### src/rtl/btn_pkg.sv
// Shared types and helpers for the push-button conditioner.
// Hold-state encoding and counter sizing live here.
package btn_pkg;

  typedef enum logic [1:0] {
    IDLE,
    HOLD,
    REPEAT,
    REPEAT_OFF
  } hold_state_t;

  function automatic int cnt_width(input int n);
    return (n <= 1) ? 1 : $clog2(n);
  endfunction

  function automatic int imax(input int a, input int b);
    return (a > b) ? a : b;
  endfunction

endpackage

### src/rtl/btn_channel.sv
// One button channel: 2-flop synchroniser, debounce counter
// and hold FSM producing press/release/repeat strobes.
module btn_channel
  import btn_pkg::*;
#(
  parameter int DEBOUNCE_CYCLES = 1_000_000,
  parameter int REPEAT_DELAY    = 25_000_000,
  parameter int REPEAT_PERIOD   = 5_000_000
) (
  input  logic clk,
  input  logic rst,
  input  logic raw_i,
  output logic level_o,
  output logic press_o,
  output logic release_o,
  output logic repeat_o
);

  localparam int DW = cnt_width(DEBOUNCE_CYCLES);
  localparam int RW = cnt_width(imax(REPEAT_DELAY, REPEAT_PERIOD));
  localparam int RDT = (REPEAT_DELAY > 0) ? REPEAT_DELAY - 1 : 0;

  localparam logic [DW-1:0] D_TC  = DW'(DEBOUNCE_CYCLES - 1);
  localparam logic [RW-1:0] RD_TC = RW'(RDT);
  localparam logic [RW-1:0] RP_TC = RW'(REPEAT_PERIOD - 1);

  logic          s1_q, s2_q;
  logic          level_q, level_d;
  logic [DW-1:0] dcnt_q, dcnt_d;
  logic [RW-1:0] rcnt_q;
  logic          press_q, release_q, repeat_q;
  logic          rise, fall;
  hold_state_t   state_q;

  always_comb begin
    dcnt_d  = dcnt_q;
    level_d = level_q;
    if (s2_q == level_q) begin
      dcnt_d = '0;
    end else if (dcnt_q == D_TC) begin
      level_d = s2_q;
      dcnt_d  = '0;
    end else begin
      dcnt_d = dcnt_q + DW'(1);
    end
  end

  assign rise = level_d & ~level_q;
  assign fall = ~level_d & level_q;

  always_ff @(posedge clk) begin
    if (rst) begin
      s1_q      <= 1'b0;
      s2_q      <= 1'b0;
      level_q   <= 1'b0;
      dcnt_q    <= '0;
      rcnt_q    <= '0;
      press_q   <= 1'b0;
      release_q <= 1'b0;
      repeat_q  <= 1'b0;
      state_q   <= IDLE;
    end else begin
      s1_q      <= raw_i;
      s2_q      <= s1_q;
      level_q   <= level_d;
      dcnt_q    <= dcnt_d;
      press_q   <= rise;
      release_q <= fall;
      repeat_q  <= 1'b0;
      // A release wins over a repeat terminal count on the same edge.
      if (fall) begin
        state_q <= IDLE;
        rcnt_q  <= '0;
      end else begin
        case (state_q)
          IDLE: begin
            if (rise) begin
              rcnt_q  <= '0;
              state_q <= (REPEAT_DELAY == 0) ? REPEAT_OFF : HOLD;
            end
          end
          HOLD: begin
            if (rcnt_q == RD_TC) begin
              repeat_q <= 1'b1;
              rcnt_q   <= '0;
              state_q  <= REPEAT;
            end else begin
              rcnt_q <= rcnt_q + RW'(1);
            end
          end
          REPEAT: begin
            if (rcnt_q == RP_TC) begin
              repeat_q <= 1'b1;
              rcnt_q   <= '0;
            end else begin
              rcnt_q <= rcnt_q + RW'(1);
            end
          end
          REPEAT_OFF: ;
          default: state_q <= IDLE;
        endcase
      end
    end
  end

  assign level_o   = level_q;
  assign press_o   = press_q;
  assign release_o = release_q;
  assign repeat_o  = repeat_q;

endmodule

### src/rtl/btn_conditioner.sv
// Push-button conditioner: N independent debounced channels
// with press, release and auto-repeat strobes.
module btn_conditioner
  import btn_pkg::*;
#(
  parameter int N               = 3,
  parameter int DEBOUNCE_CYCLES = 1_000_000,
  parameter int REPEAT_DELAY    = 25_000_000,
  parameter int REPEAT_PERIOD   = 5_000_000
) (
  input  logic         clk,
  input  logic         rst,
  input  logic [N-1:0] btn_raw,
  output logic [N-1:0] btn_level,
  output logic [N-1:0] btn_press,
  output logic [N-1:0] btn_release,
  output logic [N-1:0] btn_repeat
);

  if (N < 1) begin : g_bad_n
    $fatal(1, "btn_conditioner: N must be >= 1");
  end
  if (DEBOUNCE_CYCLES < 1) begin : g_bad_db
    $fatal(1, "btn_conditioner: DEBOUNCE_CYCLES must be >= 1");
  end
  if (REPEAT_DELAY < 0) begin : g_bad_rd
    $fatal(1, "btn_conditioner: REPEAT_DELAY must be >= 0");
  end
  if (REPEAT_PERIOD < 1) begin : g_bad_rp
    $fatal(1, "btn_conditioner: REPEAT_PERIOD must be >= 1");
  end

  for (genvar i = 0; i < N; i++) begin : g_ch
    btn_channel #(
      .DEBOUNCE_CYCLES(DEBOUNCE_CYCLES),
      .REPEAT_DELAY   (REPEAT_DELAY),
      .REPEAT_PERIOD  (REPEAT_PERIOD)
    ) u_ch (
      .clk      (clk),
      .rst      (rst),
      .raw_i    (btn_raw[i]),
      .level_o  (btn_level[i]),
      .press_o  (btn_press[i]),
      .release_o(btn_release[i]),
      .repeat_o (btn_repeat[i])
    );
  end

endmodule

### config.mk
export PLATFORM = sky130hd
export DESIGN_NAME = btn_conditioner
export DESIGN_NICKNAME = d
export VERILOG_FILES = /design/src/rtl/btn_pkg.sv /design/src/rtl/btn_channel.sv /design/src/rtl/btn_conditioner.sv
export SDC_FILE = /design/constraint.sdc
export NUM_CORES = 1
export LEC_CHECK = 0
export BUFFER_PORTS_ARGS = -buffer_cell sky130_fd_sc_hd__buf_2
export CAP_MARGIN = 40
export CORE_UTILIZATION = 57
export DETAILED_ROUTE_END_ITERATION = 8
export PLACE_DENSITY = 0.82
export SLEW_MARGIN = 20
export SYNTH_ARGS = -nofsm -noshare
export SYNTH_HDL_FRONTEND = slang
export SYNTH_HIERARCHICAL = 1
export SYNTH_SLANG_ARGS = --single-unit
### constraint.sdc
create_clock -name clk -period 2.45 [get_ports clk]
set_clock_uncertainty 0.2 [all_clocks]
set_input_delay 0.3675 -clock clk [delete_from_list [all_inputs] [get_ports clk]]
set_output_delay 0.3675 -clock clk [all_outputs]
set_load 0.02 [all_outputs]
# --- After elaboration in Yosys (flattened, before gate mapping) ---
# Index checks and enable logic that the tools add are counted.
totals:
  reg_bits: 159
  input_bits: 5
  elab_cells: 126
  output_inout_bits: 12
classes:
  mux: 36
  n_eq_ne: 24
  bitwise: 12
  reduce_logical: 21
  add_sub_neg: 6
ops:
  columns: ["cell", "count"]
  rows:
  - ["2-to-1 mux 25 bit", 9]
  - ["case mux 25 bit (3 select lines)", 3]
  - ["adder 25 x 1 -> 25 bit, second input constant", 3]
  - ["equality test 25 x 23 -> 1 bit, second input constant", 3]
  - ["equality test 25 bit, second input constant", 3]
  - ["adder 20 x 1 -> 20 bit, second input constant", 3]
  - ["equality test 20 bit, second input constant", 3]
  - ["2-to-1 mux 1 bit", 12]
  - ["2-to-1 mux 2 bit", 6]
  - ["!= test 2 x 1 -> 1 bit, second input constant", 6]
  - ["case mux 2 bit (2 select lines)", 3]
  - ["AND reduction 3 bit", 3]
  - ["nonzero test 3 bit", 3]
  - ["OR reduction 3 bit", 3]
  - ["AND 1 bit", 6]
  - ["equality test 2 x 1 -> 1 bit, second input constant", 3]
  - ["equality test 2 bit, second input constant", 3]
  - ["zero test 2 bit", 3]
  - ["NOT 1 bit", 6]
  - ["case mux 1 bit (2 select lines)", 3]
  - ["AND reduction 2 bit", 3]
  - ["nonzero test 2 bit", 3]
  - ["OR reduction 2 bit", 3]
  - ["equality test 1 bit", 3]

# --- Longest topological paths before layout ---
# Gate-level depths: netlist of run 1.
depth:
  ltp_word: 6
  ltp_mapped: 8
  ltp_nobuf: 7

# --- Hierarchy ---
# Netlist of run 1, hierarchy kept.
modules_own_cells:
  columns: ["module", "n_inst", "cells_per_inst", "area_each_um2", "seq_area_each_um2"]
  rows:
  - ["btn_channel (g_ch[0].u_ch)", 1, 315, 2801.4, 1061.0]
  - ["btn_channel (g_ch[2].u_ch)", 1, 330, 2727.6, 1061.0]
  - ["btn_channel (g_ch[1].u_ch)", 1, 322, 2681.3, 1061.0]

# --- Least setup slack after synthesis of run 1 ---
# OpenSTA, ideal clock, no wires.
synth_timing:
  path_kind: "reg-to-reg"
  start: "register g_ch[2].u_ch.dcnt_q[15]"
  end: "register g_ch[2].u_ch.rcnt_q[9]"
  arrival_time_ps: 2369
  period_less_slack_ps: 2697
  path_stages_with_launch: 8
  required_time_ps: 2122
  setup_ps: 128
  n_path_buf: 1
  slack_ps: -247
  path_cell_list: "dfxtp_1 -> or4b_1 -> or4_4 -> o31ai_2 -> nor2_1 -> buf_2 -> a22oi_1 -> o41ai_1"
synth_between:
  elab_chain_len: 6
  elab_cells_between_ends: 9
  cone_classes: "2 x eq/ne; 2 x mux; 3 x bitwise; 2 x reduce/logical"
synth_lines:
  columns: ["element", "line_no", "text"]
  rows:
  - ["start: declaration", "btn_channel.sv:29", "logic [DW-1:0] dcnt_q, dcnt_d;"]
  - ["start signal: assignment", "btn_channel.sv:66", "dcnt_q <= dcnt_d;"]
  - ["equality test 20 bit (*)", "btn_channel.sv:40", "end else if (dcnt_q == D_TC) begin"]
  - ["2-to-1 mux 1 bit (*)", "btn_channel.sv:40", null]
  - ["2-to-1 mux 1 bit (*)", "btn_channel.sv:38", "if (s2_q == level_q) begin"]
  - ["AND 1 bit / NOT 1 bit (equally long branches)", "btn_channel.sv:48, btn_channel.sv:49", null]
  - ["!= test 2 x 1 -> 1 bit (no source line) / AND 1 bit (equally long branches)", null, null]
  - ["AND reduction 2 bit (no source line) / OR reduction 2 bit (equally long branches)", null, null]
  - ["end signal: assignment", "btn_channel.sv:88", "rcnt_q <= rcnt_q + RW'(1);"]
  - ["end signal: assignment", "btn_channel.sv:96", "rcnt_q <= rcnt_q + RW'(1);"]
  - ["end: declaration", "btn_channel.sv:30", "logic [RW-1:0] rcnt_q;"]
# Every way passes the cells marked *; elsewhere a longest branch is shown, timed or not.
# A chain may end at the register's enable or synchronous reset.

# --- Worst setup path in the final report of run 1 ---
layout_timing:
  start: "register g_ch[1].u_ch.dcnt_q[0]"
  end: "register g_ch[1].u_ch.rcnt_q[19]"
layout_between:
  elab_chain_len: 6
  elab_cells_between_ends: 9
  cone_classes: "2 x eq/ne; 2 x mux; 3 x bitwise; 2 x reduce/logical"
layout_lines:
  columns: ["element", "line_no"]
  rows:
  - ["start: declaration", "btn_channel.sv:29"]
  - ["start signal: assignment", "btn_channel.sv:66"]
  - ["equality test 20 bit (*)", "btn_channel.sv:40"]
  - ["2-to-1 mux 1 bit (*)", "btn_channel.sv:40"]
  - ["2-to-1 mux 1 bit (*)", "btn_channel.sv:38"]
  - ["AND 1 bit / NOT 1 bit (equally long branches)", "btn_channel.sv:48, btn_channel.sv:49"]
  - ["!= test 2 x 1 -> 1 bit (no source line) / AND 1 bit (equally long branches)", null]
  - ["AND reduction 2 bit (no source line) / OR reduction 2 bit (equally long branches)", null]
  - ["end signal: assignment", "btn_channel.sv:88"]
  - ["end signal: assignment", "btn_channel.sv:96"]
  - ["end: declaration", "btn_channel.sv:30"]
# Marked as above.

==> results of run 1 <==
metrics by stage:
stage               worst slack, ns  std cells  area (µm²)
floorplan                  -0.04039        967        8289
global placement           -0.04579       1212        9081
detailed placement          -0.1564       1212        9081
CTS                        -0.05244       1248        9826
global route                -0.1880       1262       10270
finish                      -0.1237       1262       10270
final timing paths:
path	to	cells past startpoint	slack [ns]	start
min reg2reg	g_ch[1].u_ch/s2_q	1	0.25	g_ch[1].u_ch/s1_q
max	g_ch[1].u_ch/rcnt_q[19]	9	-0.12	g_ch[1].u_ch/dcnt_q[0]
max reg2reg	g_ch[1].u_ch/rcnt_q[19]	9	-0.12	g_ch[1].u_ch/dcnt_q[0]
min	g_ch[0].u_ch/s1_q	2	0.05	btn_raw[0]
critical path, stage by stage (launching register included):
cell	delay, ns
dfxtp_1	0.34
ha_4	0.18
and2_4	0.13
nand4_1	0.19
buf_4	0.19
o21bai_4	0.09
a211oi_4	0.46
buf_12	0.20
or4b_4	0.47
nand3_2	0.07
cell families after synthesis:
logic type | count (synthesis) | synth area share (%)
compound gates | 161 | 15.64
flops | 159 | 38.77
fa+ha+maj | 18 | 2.743
mux | 5 | 0.6096
simple gates | 501 | 32.90
xor+xnor | 50 | 5.334
buf+inv | 73 | 4.008
final cells by class:
cell class / instances / area share (%)
clock buffer: 22 / 4.715
inverter: 38 / 1.389
multi-input combinational: 735 / 49.06
tap: 180 / 2.193
clock inverter: 10 / 1.535
sequential: 159 / 31.06
timing repair buffer: 118 / 10.05
power by group through the flow:
| stage | clock (mW) | sequential [mW] | combinational (mW) |
|---|---|---|---|
| after floorplan | 0 | 2.65 | 0.0481 |
| after global placement | 0 | 2.65 | 0.0829 |
| after CTS | 2.87 | 2.60 | 0.0880 |
| final | 2.85 | 2.60 | 0.0936 |
| after global routing | 2.97 | 2.59 | 0.100 |
| after detailed placement | 0 | 2.65 | 0.0843 |
repair_timing:
item | CTS | global route
gates cloned | 0 | 7
hold buffers | 2 | 0
endpoints found under the setup margin | 30 | 65
resized for setup | 19 | 54
endpoints found under the hold margin | 2 | 0
pin swaps | 4 | 23
setup buffers | 2 | 7
sequential cells by signal, summed over array words and instances, names as in the netlist:
register             flops
g_ch.u_ch/dcnt_q        60
g_ch.u_ch/level_o        3
g_ch.u_ch/press_o        3
g_ch.u_ch/rcnt_q        75
g_ch.u_ch/release_o      3
g_ch.u_ch/repeat_o       3
g_ch.u_ch/s1_q           3
g_ch.u_ch/s2_q           3
g_ch.u_ch/state_q        6
layer usage:
metal	track usage, %	vias to the layer above	share of wire, %
met3	5.431	80	7.2
li1	-	3759	-
met2	42.83	360	48
met4	9.799	0	2.9
met5	0	-	0
met1	35.71	3731	42
placed cells by master (no fill, tap or decap), types with 6 or more instances in the layout:
cell type,n
nand4_1,30
o211ai_1,6
a31oi_1,6
a22oi_2,11
o21ai_0,8
nor2_1,89
o31ai_1,22
nand2_1,106
nand2b_1,10
nor3_1,32
or3_1,11
nor2b_1,6
buf_2,16
buf_12,6
nand3b_1,6
o311ai_2,8
xor2_1,29
or2_2,9
ha_1,17
inv_1,38
o311ai_1,14
a22oi_1,6
nand3_2,8
and2_1,11
dfxtp_1,154
buf_4,84
a21oi_1,20
nand3_1,89
clkbuf_16,22
xnor2_1,21
or4_1,8
and3_1,24
nor4_1,10
and4_1,6
==> results.sh, run 1 <==
export IMPL_status="finished with violations"
export IMPL_violations="negative setup slack"
export IMPL_timing_hold_ws_ns=0.04625
export IMPL_yosys_top_cells_area="dfxtp_1 (39%), nand3_1 (5.9%), nand2_1 (4.9%)"
export IMPL_wl_per_cell_um=17.02
export IMPL_initial_core_util_pct=58.69
export IMPL_powerDensity_nw_per_um2=539.5
export IMPL_maxCapViolations=0
export IMPL_layout_setup_ws_ns=-0.1237
export IMPL_netlist_area_leader_share_pct=38.77
export IMPL_startpoint_type="flop"
export IMPL_detail_route_antenna_nets=0
export IMPL_die_y_um=122.0
export IMPL_synth_seq_cells=159
export IMPL_regArea_um2=3189
export IMPL_n_antenna_cell=0
export IMPL_numCtsBuffers=17
export IMPL_rsz0062_at_grt="yes"
export IMPL_drive_gt1_share_pct=23.01
export IMPL_synth_nets=990
export IMPL_via_count=7930
export IMPL_clkSinkCount=159
export IMPL_cp_data_arrival_time_ns=2.75
export IMPL_synth_yosys_seq_area_share_pct=38.77
export IMPL_seq_power_share_pct=46.8
export IMPL_insertion_delay_ns=0.43
export IMPL_crit_fanout=8
export IMPL_syn_instance_count=967
export IMPL_min_path_type="primary input to flop"
export IMPL_required_ns=2.63
export IMPL_power_switching_mw=1.108
export IMPL_max_freq_mhz=388.6
export IMPL_hpwl_um=12700
export IMPL_crit_type="flop to flop"
export IMPL_fin_tns_setup_ns=-1.391
export IMPL_multiInputGateArea_um2=5039
export IMPL_yosysTopAreaCell="dfxtp_1"
export IMPL_antenna_found_initial=0
export IMPL_post_route_min_period_ns=2.574
export IMPL_fin_crit_sh_pct=105.0
export IMPL_syn_area_per_cell_um2=8.491
export IMPL_core_area_um2=13990
export IMPL_die_w_um=122.0
export IMPL_grt_ovfl_total=0
export IMPL_p_sw_share_pct=19.99
export IMPL_endpoint_kind="flop"
export IMPL_worstMarginPinSlew_ns=0.6319
export IMPL_cts_tree="built"
export IMPL_fin_total_pwr_mw=5.540
export IMPL_port_buffers=16
export IMPL_combinationalPowerShare_pct=1.7
export IMPL_ys_warn_count=6
export IMPL_drt_iter0_markers=799
export IMPL_synth_area_um2=8210
export IMPL_num_fill_cells=938
export IMPL_p_leak_nw=3.496
export IMPL_hold_viol=0
export IMPL_syn_to_final_growth_pct=25.08
export IMPL_fin_nets=1092
export IMPL_grt_start_max_net_pins=26
export IMPL_synth_commonest_cells="dfxtp_1 (159), nand2_1 (107), nand3_1 (97)"
export IMPL_async_flop_share_pct=0
export IMPL_synth_edf_count=0
export IMPL_wl_um=21480
export IMPL_drtPass1Iterations=9
export IMPL_gr_usage_all_layers_pct=26.85
export IMPL_htree_num_levels=4
export IMPL_slew_viol_final=0
export IMPL_grt_pass1_wl_um=32310
export IMPL_power_internal_mw=4.433
export IMPL_die_area_um2=14890
export IMPL_clockBufferDepth=2
export IMPL_slew_headroom_pct=57.48
export IMPL_setup_viol=33
export IMPL_num_rows=43
export IMPL_grt_pass1_vias=6939
export IMPL_p_clk_share_pct=51.5
export IMPL_gp_congestion=0.8640
export IMPL_root_buffer="clkbuf_16"
export IMPL_path_clk_slew_ns=0.06
export IMPL_routed_via_density=6.284
export IMPL_yosysMostFrequentCell="dfxtp_1"
export IMPL_remaining_drc_errors=0
export IMPL_pin_count=17
export IMPL_synth_cell_type_count=85
export IMPL_final_util_pct=73.42
export IMPL_ir_worst_vdd_v=0.0004241
export IMPL_synth_ff_type="dfxtp_1"
Power figures use the tool's default switching activity.
==> inputs of run 2 (changes only) <==
Settings changed: CORE_UTILIZATION 57 to 63, PLACE_DENSITY 0.82 to 0.86.
Clock period 2.45 ns to 2.75 ns, I/O delays scaled along.
==> run 2 against run 1 <==
The run now ends clean. Highest routed layer unchanged. Cell count shrank 3.8%. First-iteration DRC count fell by 7.6%. Hold slack better by 0.20 ns. Via count decreased by 4.6%. Critical path depth is 3 lower. Routed wire length decreased by 12%. Utilization rose by 1.2 points. Non-clock buffer count fell by 40. Flip-flop and latch count did not move. Clock-buffer cell count unchanged.
==> results.sh, run 2 (synthesized netlist as in run 1, its figures left out) <==
export IMPL_status="finished, final reports clean"
export IMPL_worstMarginPinSlew_ns=0.6900
export IMPL_wl_per_cell_um=15.54
export IMPL_gr_usage_all_layers_pct=29.11
export IMPL_maxCapViolations=0
export IMPL_grt_pass1_vias=6798
export IMPL_grt_ovfl_total=0
export IMPL_initial_core_util_pct=64.80
export IMPL_final_util_pct=74.63
export IMPL_detail_route_antenna_nets=0
export IMPL_clkSinkCount=159
export IMPL_n_antenna_cell=0
export IMPL_fin_crit_sh_pct=96.14
export IMPL_num_rows=41
export IMPL_die_area_um2=13490
export IMPL_insertion_delay_ns=0.43
export IMPL_die_w_um=116.2
export IMPL_powerDensity_nw_per_um2=505.1
export IMPL_routed_via_density=6.229
export IMPL_grt_pass1_wl_um=31320
export IMPL_die_y_um=116.2
export IMPL_gp_congestion=0.9024
export IMPL_rsz0062_at_grt="no"
export IMPL_numCtsBuffers=17
export IMPL_p_leak_nw=3.156
export IMPL_via_count=7562
export IMPL_wl_um=18870
export IMPL_slew_headroom_pct=54.00
export IMPL_num_fill_cells=923
export IMPL_hold_viol=0
export IMPL_final_common_cell="dfxtp_1"
export IMPL_min_path_type="flop to flop"
export IMPL_final_cell_count_no_fill=1214
export IMPL_port_buffers=16
export IMPL_endpoint_kind="flop"
export IMPL_regMostFlops="g_ch.u_ch/rcnt_q"
export IMPL_core_area_um2=12670
export IMPL_crit_type="flop to flop"
export IMPL_clockBufferDepth=2
export IMPL_syn_to_final_growth_pct=15.18
export IMPL_path_clk_slew_ns=0.06
export IMPL_crit_fanout=4
export IMPL_layout_setup_ws_ns=0.1063
export IMPL_setup_viol=0
export IMPL_place_ws_ns=-0.002424
export IMPL_largest_register_ffs=75
export IMPL_pin_count=17
export IMPL_slew_viol_final=0
export IMPL_final_cell_mix="dfxtp_1 (159), nand2_1 (107), nand3_1 (97), nor2_1 (91), buf_4 (56)"
export IMPL_startpoint_type="flop"
export IMPL_cts_tree="built"
export IMPL_fin_nets=1052
export IMPL_required_ns=2.92
export IMPL_hpwl_um=12200
export IMPL_post_route_min_period_ns=2.644
export IMPL_drtPass1Iterations=5
export IMPL_antenna_found_initial=0
export IMPL_post_place_cells=1178
export IMPL_cp_data_arrival_time_ns=2.82
export IMPL_max_freq_mhz=378.3
export IMPL_top_regs="g_ch.u_ch/rcnt_q x75, g_ch.u_ch/dcnt_q x60, g_ch.u_ch/state_q x6"
export IMPL_hold_depth=1
export IMPL_ir_worst_vdd_v=0.0004779
export IMPL_remaining_drc_errors=0
export IMPL_grt_start_max_net_pins=26
export IMPL_drive_gt1_share_pct=15.26
export IMPL_reg2reg_depth=6
export IMPL_htree_num_levels=4
export IMPL_timing_hold_ws_ns=0.2437
export IMPL_drt_iter0_markers=738
export IMPL_root_buffer="clkbuf_16"
==> run 2: cell count changes in the layout (fill, tap and decap cells not counted), sizes merged <==
cell	delta
clkinv	-2
buf	-36
bufinv	-2
dlygate4sd3	+1
inv	+4
clkbuf	-5
==> run 2: layout make-up <==
type | instances | area, µm² | area share (%)
Timing Repair Buffer | 78 | 585.6 | 6.192
Tap cell | 172 | 215.2 | 2.276
Multi-Input combinational cell | 735 | 4730 | 50.01
Clock buffer | 22 | 474.2 | 5.015
Sequential cell | 159 | 3183 | 33.66
Inverter | 38 | 142.6 | 1.508
Clock inverter | 10 | 126.4 | 1.336
==> run 2: metal layers <==
layer	GRT usage (%)	wire [µm]	share of wire [%]	up-vias
li1	-	-	-	3677
met1	37.46	8392	44	3572
met2	47.74	9052	48	265
met3	6.072	1008	5.3	48
met4	12.05	415	2.2	0
met5	0	0	0	-
==> run 2: final timing paths <==
path                            from                 endpoint  slack (ns)
max          g_ch[2].u_ch/dcnt_q[15]  g_ch[2].u_ch/rcnt_q[14]        0.11
min reg2reg        g_ch[2].u_ch/s1_q        g_ch[2].u_ch/s2_q        0.24
max reg2reg  g_ch[2].u_ch/dcnt_q[15]  g_ch[2].u_ch/rcnt_q[14]        0.11
min                g_ch[2].u_ch/s1_q        g_ch[2].u_ch/s2_q        0.24
==> run 2: worst max-delay path, cell delays in order (launching register included) <==
cell	delay (ns)
dfxtp_1	0.31
or4b_1	0.51
or4_4	0.48
o32a_4	0.40
or4_1	0.50
nand2_1	0.08
a22o_1	0.12
==> run 2: repair_timing <==
action / 4_1_cts / 5_1_grt
hold buffers: 3 / 0
setup buffers: 0 / 1
resized for setup: 1 / 4
endpoints found under the setup margin: 2 / 21
hold endpoints to repair: 3 / 0
pin swaps: 0 / 2
==> run 2: where the power goes <==
part | switching (mW) | leakage [nW] | internal, mW
sequential | 0.00348 | 1.28 | 2.31
combinational | 0.0483 | 1.59 | 0.0269
clock | 0.967 | 0.284 | 1.42
==> run 2: metrics by stage <==
stage,power [mW],TNS (ns),cell area [µm²]
6_report,4.777,0,9457
5_1_grt,4.905,0,9457
3_3_place_gp,2.432,-1.291,8772
2_1_floorplan,2.401,0,8210
3_5_place_dp,2.433,-0.002424,8787
4_1_cts,4.807,0,9423
==> inputs of run 3 (changes only) <==
Settings changed: CORE_MARGIN set to 5, REMOVE_ABC_BUFFERS set to 1.
==> run 3 against run 2 <==
Register-to-register slack worse by 0.07 ns. Clock-buffer cell count is 5 lower. Flip-flop and latch count is the same. Total power up 0.45%. Critical path depth is the same. Hold slack got worse by 0.21 ns. Utilization down 0.41 points. Critical endpoint unchanged. Worst setup slack got worse by 0.067 ns. Fmax is 2.5% lower.
==> results.sh, run 3 (synthesized netlist as in run 1, its figures left out) <==
export IMPL_status="finished, final reports clean"
export IMPL_pin_count=17
export IMPL_layout_setup_ws_ns=0.03906
export IMPL_crit_fanout=7
export IMPL_endpoint_kind="flop"
export IMPL_port_buffers=16
export IMPL_maxCapViolations=0
export IMPL_drive_gt1_share_pct=15.33
export IMPL_slew_headroom_pct=53.67
export IMPL_min_path_type="primary input to flop"
export IMPL_post_dp_cell_area_um2=8753
export IMPL_die_w_um=124.2
export IMPL_n_antenna_cell=0
export IMPL_hold_start="btn_raw[0]"
export IMPL_grt_start_max_net_pins=26
export IMPL_insertion_delay_ns=0.44
export IMPL_rr_endpoint="g_ch[2].u_ch/rcnt_q[14]"
export IMPL_gr_usage_all_layers_pct=25.88
export IMPL_clkSinkCount=159
export IMPL_regMostFlops="g_ch.u_ch/rcnt_q"
export IMPL_via_count=7541
export IMPL_p_leak_nw=3.135
export IMPL_startpoint="g_ch[2].u_ch/dcnt_q[15]"
export IMPL_root_buffer="clkbuf_16"
export IMPL_final_cell_count_no_fill=1209
export IMPL_gp_congestion=0.9063
export IMPL_path_clk_slew_ns=0.07
export IMPL_antenna_found_initial=0
export IMPL_setup_viol=0
export IMPL_routed_via_density=6.237
export IMPL_numCtsBuffers=17
export IMPL_remaining_drc_errors=0
export IMPL_num_rows=41
export IMPL_rsz0062_at_grt="yes"
export IMPL_drt_iter0_markers=647
export IMPL_clockBufferDepth=2
export IMPL_wl_um=19310
export IMPL_stdcell_area_um2=9443
export IMPL_detail_route_antenna_nets=0
export IMPL_die_area_um2=15420
export IMPL_hold_depth=2
export IMPL_num_fill_cells=928
export IMPL_post_place_cells=1174
export IMPL_powerDensity_nw_per_um2=508.1
export IMPL_top_regs="g_ch.u_ch/rcnt_q x75, g_ch.u_ch/dcnt_q x60, g_ch.u_ch/state_q x6"
export IMPL_worstMarginPinSlew_ns=0.6950
export IMPL_wl_per_cell_um=15.97
export IMPL_fin_tns_setup_ns=0
export IMPL_grt_pass1_wl_um=32290
export IMPL_drtPass1Iterations=6
export IMPL_cts_tree="built"
export IMPL_crit_type="flop to flop"
export IMPL_required_ns=2.93
export IMPL_timing_hold_ws_ns=0.03840
export IMPL_grtUsageMet3_pct=5.995
export IMPL_fin_total_pwr_mw=4.798
export IMPL_rrSetupSlack_ns=0.04
export IMPL_grt_pass1_vias=7038
export IMPL_final_util_pct=74.22
export IMPL_grt_ovfl_total=0
export IMPL_grt_busiest_layer="met2"
export IMPL_ir_worst_vdd_v=0.0004621
export IMPL_core_area_um2=12720
export IMPL_post_route_min_period_ns=2.711
export IMPL_final_common_cell="dfxtp_1"
export IMPL_hold_viol=0
export IMPL_min_to="g_ch[0].u_ch/s1_q"
export IMPL_htree_num_levels=4
export IMPL_met1_usage_pct=32.99
export IMPL_largest_register_ffs=75
export IMPL_startpoint_type="flop"
export IMPL_fin_nets=1047
export IMPL_fin_crit_sh_pct=98.58
export IMPL_final_cell_mix="dfxtp_1 (158), nand2_1 (107), nand3_1 (97), nor2_1 (91), buf_4 (52)"
export IMPL_max_freq_mhz=368.9
export IMPL_slew_viol_final=0
export IMPL_cp_data_arrival_time_ns=2.89
export IMPL_syn_to_final_growth_pct=15.01
export IMPL_die_y_um=124.2
export IMPL_hpwl_um=12640
export IMPL_place_ws_ns=-0.06353
export IMPL_reg2reg_from="g_ch[2].u_ch/dcnt_q[15]"
export IMPL_reg2reg_depth=6
export IMPL_initial_core_util_pct=64.54
export IMPL_met2_usage_pct=43.82
-- run 3: cell types whose count changed in the layout (fill, tap and decap cells not counted), moves of 2 or more --
cell | before | now
inv_6 | 4 | 6
clkbuf_8 | 3 | 0
clkbuf_1 | 2 | 0
inv_8 | 0 | 2
o21ai_4 | 1 | 3
buf_4 | 56 | 52
o21ai_2 | 3 | 1
-- run 3: final cells by class --
cell class / count / area [µm²] / area share [%]
Clock buffer: 17 / 425.4 / 4.505
Clock inverter: 15 / 173.9 / 1.842
Inverter: 38 / 142.6 / 1.511
Multi-Input combinational cell: 735 / 4760 / 50.40
Sequential cell: 159 / 3184 / 33.72
Tap cell: 172 / 215.2 / 2.279
Timing Repair Buffer: 73 / 541.8 / 5.737
-- run 3: worst max-delay path by stage --
| stage | depth (start not counted) | slack [ns] | to |
|---|---|---|---|
| after CTS | 5 | 0.01 | g_ch[2].u_ch/rcnt_q[12] |
| after global placement | 7 | -0.15 | g_ch[0].u_ch/rcnt_q[18] |
| after global routing | 6 | -0.005 | g_ch[1].u_ch/rcnt_q[13] |
| after detailed placement | 8 | -0.06 | g_ch[0].u_ch/rcnt_q[8] |
| final | 6 | 0.04 | g_ch[2].u_ch/rcnt_q[14] |
| after floorplan | 7 | -0.28 | g_ch[2].u_ch/rcnt_q[10] |
-- run 3: power breakdown --
group	switching (mW)	leakage, nW	total [mW]	internal [mW]
logic	0.0489	1.57	0.0739	0.0250
registers	0.00363	1.28	2.31	2.31
clock network	1.05	0.282	2.41	1.37
total	1.10	3.14	4.80	3.70
-- run 3: worst max-delay path, stage by stage, from the launching register on --
cell	delay [ns]
dfxtp_1	0.31
or4b_1	0.54
or4_4	0.49
o32a_4	0.41
or4_1	0.52
nand2_1	0.09
a22o_1	0.11
-- run 3: repair_timing --
action,4_1_cts,5_1_grt
hold endpoints to repair,2,0
cloned,0,0
hold buffers,2,0
resized for setup,1,10
pin swaps,2,2
endpoints found under the setup margin,11,36
setup buffers,1,0
-- run 3: routing by layer --
| layer | vias up | part of all wire (%) | wire length, µm |
|---|---|---|---|
| li1 | 3668 | - | - |
| met1 | 3603 | 45 | 8604 |
| met2 | 234 | 48 | 9339 |
| met3 | 36 | 5.6 | 1088 |
| met4 | 0 | 1.4 | 274 |
| met5 | - | 0 | 0 |
